## src/rtl/conv_pkg.sv

```systemverilog
// Shared widths, FSM states and kernel type for the 3x3 convolution stage.
package conv_pkg;
    localparam int PIX_W  = 8;
    localparam int ACC_W  = 22;
    localparam int PROD_W = 2 * PIX_W;

    typedef enum logic [1:0] {IDLE, STREAM, FLUSH, DONE} state_t;

    typedef logic signed [PIX_W-1:0] weight_t;
    typedef weight_t [8:0] kernel_t;
endpackage

```

## src/rtl/conv_window_buf.sv

```systemverilog
// Two line buffers plus a 3x3 sliding window; win[3*r+c] is row r (0 = oldest), col c (0 = leftmost).
module conv_window_buf #(
    parameter int IMG_WIDTH  = 32,
    parameter int IMG_HEIGHT = 32,
    parameter int PIX_W      = 8,
    parameter int CW         = $clog2(IMG_WIDTH),
    parameter int RW         = $clog2(IMG_HEIGHT)
) (
    input  logic               clk,
    input  logic               rst,
    input  logic               accept,
    input  logic [CW-1:0]      col,
    input  logic [RW-1:0]      row,
    input  logic [PIX_W-1:0]   pixel_in,
    output logic [9*PIX_W-1:0] win,
    output logic               win_valid
);
    logic [IMG_WIDTH-1:0][PIX_W-1:0] lb1_q, lb1_d, lb2_q, lb2_d;
    logic [8:0][PIX_W-1:0]           win_q, win_d;
    logic                            win_valid_q, win_valid_d;

    always_comb begin
        lb1_d       = lb1_q;
        lb2_d       = lb2_q;
        win_d       = win_q;
        win_valid_d = 1'b0;
        if (accept) begin
            lb2_d[col] = lb1_q[col];
            lb1_d[col] = pixel_in;
            for (int r = 0; r < 3; r++) begin
                win_d[3*r]   = win_q[3*r+1];
                win_d[3*r+1] = win_q[3*r+2];
            end
            // New right-hand column: rows r-2, r-1, r
            win_d[2]    = lb2_q[col];
            win_d[5]    = lb1_q[col];
            win_d[8]    = pixel_in;
            win_valid_d = (row >= RW'(2)) && (col >= CW'(2));
        end
    end

    always_ff @(posedge clk or posedge rst) begin
        if (rst) begin
            lb1_q       <= '0;
            lb2_q       <= '0;
            win_q       <= '0;
            win_valid_q <= 1'b0;
        end else begin
            lb1_q       <= lb1_d;
            lb2_q       <= lb2_d;
            win_q       <= win_d;
            win_valid_q <= win_valid_d;
        end
    end

    assign win       = win_q;
    assign win_valid = win_valid_q;
endmodule

```

## src/rtl/conv3x3_stream.sv

```systemverilog
// Streaming 3x3 valid-mode convolution: frame FSM, window buffer, and a 2-stage multiply/sum pipeline.
module conv3x3_stream #(
    parameter int IMG_WIDTH  = 32,
    parameter int IMG_HEIGHT = 32,
    parameter int PIX_W      = conv_pkg::PIX_W,
    parameter int ACC_W      = conv_pkg::ACC_W
) (
    input  logic               clk,
    input  logic               rst,
    input  logic               start_signal,
    input  logic [9*PIX_W-1:0] kernel_in,
    input  logic               pixel_valid,
    input  logic [PIX_W-1:0]   pixel_in,
    output logic [ACC_W-1:0]   result_out,
    output logic               result_valid,
    output logic               done_signal
);
    import conv_pkg::*;

    localparam int CW  = $clog2(IMG_WIDTH);
    localparam int RW  = $clog2(IMG_HEIGHT);
    localparam int PW2 = 2 * PIX_W;
    localparam logic [CW-1:0] COL_LAST = CW'(IMG_WIDTH - 1);
    localparam logic [RW-1:0] ROW_LAST = RW'(IMG_HEIGHT - 1);

    state_t                 state_q, state_d;
    logic [CW-1:0]          col_q, col_d;
    logic [RW-1:0]          row_q, row_d;
    logic [8:0][PIX_W-1:0]  kern_q, kern_d;
    logic                   accept;
    logic [9*PIX_W-1:0]     win;
    logic                   win_valid;
    logic signed [PW2-1:0]  prod_q [9];
    logic signed [PW2-1:0]  prod_d [9];
    logic [1:0]             vld_pipe_q, vld_pipe_d;
    logic signed [ACC_W-1:0] result_q, result_d, sum;

    assign accept = (state_q == STREAM) && pixel_valid;

    conv_window_buf #(
        .IMG_WIDTH (IMG_WIDTH),
        .IMG_HEIGHT(IMG_HEIGHT),
        .PIX_W     (PIX_W),
        .CW        (CW),
        .RW        (RW)
    ) u_win (
        .clk      (clk),
        .rst      (rst),
        .accept   (accept),
        .col      (col_q),
        .row      (row_q),
        .pixel_in (pixel_in),
        .win      (win),
        .win_valid(win_valid)
    );

    always_comb begin
        state_d = state_q;
        col_d   = col_q;
        row_d   = row_q;
        kern_d  = kern_q;
        case (state_q)
            IDLE: if (start_signal) begin
                kern_d  = kernel_in;
                col_d   = '0;
                row_d   = '0;
                state_d = STREAM;
            end
            STREAM: if (pixel_valid) begin
                if (col_q == COL_LAST) begin
                    col_d = '0;
                    if (row_q == ROW_LAST) state_d = FLUSH;
                    else                   row_d   = row_q + RW'(1);
                end else begin
                    col_d = col_q + CW'(1);
                end
            end
            // Result register already holds the last sum once the earlier stages drain
            FLUSH:   if (!win_valid && !vld_pipe_q[0]) state_d = DONE;
            DONE:    state_d = IDLE;
            default: state_d = IDLE;
        endcase
    end

    always_comb begin
        vld_pipe_d = {vld_pipe_q[0], win_valid};
        for (int i = 0; i < 9; i++)
            prod_d[i] = PW2'($signed(win[i*PIX_W +: PIX_W])) * PW2'($signed(kern_q[i]));
        sum = '0;
        for (int i = 0; i < 9; i++)
            sum = sum + ACC_W'(prod_q[i]);
        result_d = vld_pipe_q[0] ? sum : result_q;
    end

    always_ff @(posedge clk or posedge rst) begin
        if (rst) begin
            state_q    <= IDLE;
            col_q      <= '0;
            row_q      <= '0;
            kern_q     <= '0;
            vld_pipe_q <= '0;
            result_q   <= '0;
            for (int i = 0; i < 9; i++) prod_q[i] <= '0;
        end else begin
            state_q    <= state_d;
            col_q      <= col_d;
            row_q      <= row_d;
            kern_q     <= kern_d;
            vld_pipe_q <= vld_pipe_d;
            result_q   <= result_d;
            for (int i = 0; i < 9; i++) prod_q[i] <= prod_d[i];
        end
    end

    assign result_out   = result_q;
    assign result_valid = vld_pipe_q[1];
    assign done_signal  = (state_q == DONE);
endmodule
```

## config.mk

```make
export PLATFORM = sky130hd
export DESIGN_NAME = conv3x3_stream
export DESIGN_NICKNAME = d
export VERILOG_FILES = /design/src/rtl/conv_pkg.sv /design/src/rtl/conv_window_buf.sv /design/src/rtl/conv3x3_stream.sv
export SDC_FILE = /design/constraint.sdc
export NUM_CORES = 2
export LEC_CHECK = 0
export ABC_AREA = 0
export BUFFER_PORTS_ARGS = -buffer_cell sky130_fd_sc_hd__buf_2
export CAP_MARGIN = 5
export CORE_ASPECT_RATIO = 1.2
export CORE_MARGIN = 5
export CORE_UTILIZATION = 30
export CTS_BUF_LIST = sky130_fd_sc_hd__clkbuf_4 sky130_fd_sc_hd__clkbuf_8 sky130_fd_sc_hd__clkbuf_16
export CTS_CLUSTER_SIZE = 14
export DETAILED_ROUTE_END_ITERATION = 8
export GPL_ROUTABILITY_DRIVEN = 0
export HOLD_SLACK_MARGIN = 0.1
export SETUP_SLACK_MARGIN = 0.15
export SLEW_MARGIN = 10
export SYNTH_ARGS = -nofsm -noshare
export SYNTH_HDL_FRONTEND = slang
export SYNTH_SLANG_ARGS = --single-unit
```

## constraint.sdc

```tcl
create_clock -name clk -period 29.2 [get_ports clk]
set_clock_uncertainty 0.1 [all_clocks]
set_input_delay 1.46 -clock clk [delete_from_list [all_inputs] [get_ports clk]]
set_output_delay 1.46 -clock clk [all_outputs]
set_load 0.01 [all_outputs]
```

# Word level (Yosys, flattened, before mapping)
# Cells that the tools add are included.
[totals] regBits=837 in_bits=84 word_cells=166
[classes] add_sub_neg=10 n_mul=9 magnitude_cmp=4 n_eq_ne=11 muxes=23 n_reduce_logical=12
[ops] op="$bwmux W256" count=2
[ops] op="$mul A8 B8 Y16" count=9
[ops] op="$bmux W8 S5" count=2
[ops] op="$add A22 B16 Y22" count=2
[ops] op="$demux W8 S5" count=1
[ops] op="$mux W5" count=6
[ops] op="$mux W8" count=3
[ops] op="$add A21 B16 Y22" count=1
[ops] op="$add A20 B16 Y21" count=1
[ops] op="$add A19 B16 Y20" count=1
[ops] op="$pmux W5 S2" count=2
[ops] op="$add A18 B16 Y19" count=1
[ops] op="$add A17 B16 Y18" count=1
[ops] op="$add A16 B16 Y17" count=1
[ops] op="$add A5 B1 Y5 const B" count=2
[ops] op="$eq A5 B5 Y1 const B" count=2
[ops] op="$ge A5 B2 Y1 const B" count=2
[ops] op="$mux W2" count=5
[ops] op="$reduce_and A5 Y1" count=2
[ops] op="$ne A2 B2 Y1 const B" count=4
[ops] op="$pmux W2 S4" count=1
[ops] op="$lt A5 B6 Y1 const B" count=1
[ops] op="$ge A5 B1 Y1 const B" count=1
[ops] op="$eq A2 B2 Y1 const B" count=2
[ops] op="9 further kinds" count=14

# Longest topological paths before layout
[depth] ltp_word=8 mapped_depth=19 depth_no_buf=18

# By module
# Synthesis repeated with hierarchy kept, for this count alone.
[hier_totals] cells_unflattened=5452 hier_area_um2=62458.7
[by_module_without_submodules] module="conv3x3_stream" n_inst=1 cells_per_inst=3376 area_per_inst_um2=33880.0 seq_area_each_um2=6306.0
[by_module_without_submodules] module="conv_window_buf" n_inst=1 cells_per_inst=2076 area_per_inst_um2=28578.7 seq_area_each_um2=14639.0

# Worst setup path after synthesis
# Ideal clock, no wire load.
[synth_timing] path_kind="reg2reg" startpoint="register u_win.win_q, in the netlist u_win.win[63]" endpoint="register prod_q[30] (netlist bit)" setup_ns=0.087 arrival_time_ns=4.457 t_required_ns=29.013 setup_slack_ns=24.556 path_stages_with_launch=17 n_path_buf=1 path_cell_list="dfrtp_1 > clkbuf_1 > and2_1 > ha_1 > inv_1 > fa_1 > inv_1 > fa_1 > inv_1 > fa_1 > inv_1 > ha_1 > o21a_1 > a21boi_0 > o41ai_1 > or4b_2 > o211ai_1"
[synth_lines] element="from (decl)" line_no="conv_window_buf.sv:19" text="logic [8:0][PIX_W-1:0] win_q, win_d;"
[synth_lines] element="from (signal assigned)" line_no="conv_window_buf.sv:51" text="win_q <= win_d;"
[synth_lines] element="to (decl)" line_no="conv3x3_stream.sv:33" text="logic signed [PW2-1:0] prod_q [9];"

==> flow_summary_export.csv <==
group,metric,value,unit
finish,layout_common_cells,"875 x inv_1, 834 x dfrtp_1, 610 x fa_1",
clock_tree,path_clk_slew,0.06,ns
finish,area_delta_synth_final,10.8,%
critical_path,r2r_end,"prod_q[30]",
logic_synthesis,synth_seq_cells,837,
logic_synthesis,syn-cell-area,59900,sq um
timing,worstMarginPinSlew,1.25,ns
critical_path,r2r_slack,24.20,ns
clock_tree,hold_buffers,0,
clock_tree,htreeDepth,3,
finish,nets,6426,
logic_synthesis,ys.flop_type,"dfrtp_1",
critical_path,cp_slowest_cell,"buf_4",
global_route,grt_pass1_vias,41500,
logic_synthesis,syn_avg_cell_area,11.0,sq um
clock_tree,cts_root_buffer,"clkbuf_16",
critical_path,r2r-start,"u_win.win[59]",
die,start_util,0.302,
detailed_routing,antenna_left,0,
die,die_height,499,microns
placed_design,port-buffer-count,107,
global_route,grt_usage,0.143,
detailed_routing,drc,0,
die,io_pins,108,
logic_synthesis,synth.top_cell.area_share,0.350,
logic_synthesis,synth_async_sr_flop_share,1.00,
die,die_w,418,microns
timing,fmax,191,MHz
critical_path,crit_fanout,114,
logic_synthesis,synthTopCellsByArea,"dfrtp_1 35%, fa_1 20%, mux2_2 6.7%",
timing,hold_viol,0,
detailed_routing,post_drt_wl_per_cell,17.9,microns
logic_synthesis,synth_edf_count,0,
clock_tree,cts.sinks,837,
logic_synthesis,netlist-cell-type-count,75,
critical_path,crit_chain,"buf_2 -> inv_8 -> buf_4 -> buf_4 -> buf_4 -> buf_4",
critical_path,path_buf_inv,6,
hold_path,hold_path_end,"vld_pipe_q[0]",
hold_path,hp-class,"register to register",
die,die_area,209000,sq um
timing,maxSlewViolCount,0,
status,status,"finished, final reports clean",
critical_path,path_class,"input port to async pin",
clock_tree,cts_buffers,94,
critical_path,cp_top_family,"buffers and inverters",
flow_run,cap_violations,0,
detailed_routing,routed_wl,146000,microns
global_route,grt_max_degree,157,
critical_path,max_stage_delay,0.90,ns
timing,hold_ws,0.271,ns
timing,final-setup-viol-count,0,
die,rows,179,
clock_tree,cts_setup_buffers,0,
clock_tree,clkLatencyLatePin,0.71,ns
timing,fin_crit,5.23,ns
timing,fin_crit_sh,0.179,
critical_path,crit_path_start_kind,"input port",
logic_synthesis,yosys_warnings,0,
global_route,antenna_found_initial,16,
logic_synthesis,synth_fp_nets,6425,
clock_tree,cts_tree,"done",
finish,fillers,19900,
critical_path,crit_arrival,5.84,ns
die,core,198000,sq um
critical_path,worstPathRequired,29.81,ns
detailed_routing,drt_first_pass_iters,8,
timing,rsz0062_at_grt,"no",
timing,fin_setup_tns,0,ns
finish,mostFrequentLayoutCell,"inv_1",
placed_design,hpwl,108000,microns
logic_synthesis,yosys.area.top_type,"dfrtp_1",
detailed_routing,vias_per_cell,4.66,
global_route,grt-ovfl-total,0,
critical_path,reg2reg_depth,14,
clock_tree,clockBufferDepth,3,
hold_path,hp-start,"u_win.win_valid",
timing,relSlewSlack,0.162,
clock_tree,cts_resized,0,
hold_path,hold-path-cell-count,0,
logic_synthesis,netlist_instances,5436,
detailed_routing,drt_iter0_markers,2005,
finish,final_core_util,0.334,
critical_path,endpoint_kind,"async pin",
global_route,grt_pass1_wl,236000,microns
critical_path,cpMostUsedCell,"buf_4",
detailed_routing,via_count,38000,
logic_synthesis,ys_seq_area_frac,0.350,
finish,drive_gt1_frac,0.152,
[cell type report]
type / instances / area [sq um] / share of cell area
repair buffers: 156 / 928 / 0.0140
clock buffers: 125 / 2700 / 0.0408
diodes: 7 / 17.5 / 0.000264
multi-input cells: 3472 / 34400 / 0.519
well taps: 2624 / 3280 / 0.0495
inverters: 876 / 3300 / 0.0497
clock inverters: 45 / 724 / 0.0109
flip-flops and latches: 837 / 21000 / 0.316
[sequential cells by signal (all words and copies together), names as in the netlist]
| signal | count |
|---|---|
| u_win.lb1_q | 256 |
| u_win.lb2_q | 256 |
| prod_q | 144 |
| kern_q | 72 |
| u_win.win | 72 |
| result_out | 22 |
| col_q | 5 |
| row_q | 5 |
| state_q | 2 |
| vld_pipe_q | 2 |
| u_win.win_valid | 1 |
[worst max-delay path by stage]
stage,start,to,depth (start not counted)
after floorplan,rst,col_q[0],1
after global placement,rst,u_win.lb1_q[38],6
after detailed placement,rst,u_win.lb1_q[46],6
after CTS,rst,u_win.lb1_q[49],6
after global routing,rst,u_win.lb1_q[110],6
final,rst,u_win.lb2_q[115],6
[cell families (layout without fill, tap and decap cells)]
group | Yosys count | after routing | synth area share
other | 0 | 7 | 0
buffers and inverters | 1127 | 1202 | 0.0761
adder cells (fa/ha/maj) | 905 | 905 | 0.266
multiplexers | 508 | 508 | 0.120
XOR/XNOR | 154 | 154 | 0.0225
AO/OA/AOI/OAI | 578 | 578 | 0.0599
AND/OR/NAND/NOR | 1327 | 1327 | 0.106
flip-flops | 837 | 837 | 0.350
[metal layers]
layer,track usage,part of all wire,wire length [microns],vias up
li1,-,-,-,17400
met4,0.0421,0.028,4080,4
met5,0,0.00023,34,-
met1,0.175,0.41,60300,19700
met2,0.262,0.52,76200,636
met3,0.0195,0.038,5510,194
[cell usage after synthesis (6+ instances only)]
cell type	n
inv_1	876
dfrtp_1	837
fa_1	610
nand2_1	601
and2_1	380
mux2_2	356
ha_1	295
o21ai_0	250
clkbuf_1	176
nor2_1	163
xnor2_1	133
a21oi_1	108
mux4_2	94
nand2b_1	41
nand3_1	33
mux2i_1	29
nor3_1	28
nor2b_1	27
mux4_1	25
o21ai_2	25
xor2_1	21
a21o_1	20
buf_4	19
buf_2	18
o211ai_1	18
a221oi_1	16
and3_1	16
o21a_1	13
a211oi_1	12
buf_6	12
a211o_1	11
clkbuf_2	10
a21boi_0	9
a22o_1	9
nand4_1	9
o21ai_1	9
a22oi_1	8
o41ai_1	8
a21oi_2	6
buf_1	6
nor4_1	6
o21bai_1	6
o22ai_1	6
[through the flow]
stage / cell area (sq um) / cells / setup WS (ns)
after floorplan: 59900 / 5436 / 4.13
final: 66300 / 8142 / 23.97
after CTS: 66300 / 8135 / 23.92
after global routing: 66300 / 8139 / 23.23
after detailed placement: 62900 / 7965 / 23.10
after global placement: 62900 / 7965 / 23.25
[worst reg2reg max path: cells and delay by family (launching register included)]
family                   cells  cell delay [ns]
AND/OR/NAND/NOR              3             1.00
AO/OA/AOI/OAI                4             1.00
buffers and inverters        2             0.12
flip-flops                   1             0.51
adder cells (fa/ha/maj)      5             2.19
Power is left out: the tool's default activity adds up to more than one toggle a clock period on the data nets, which glitch-free logic cannot reach.
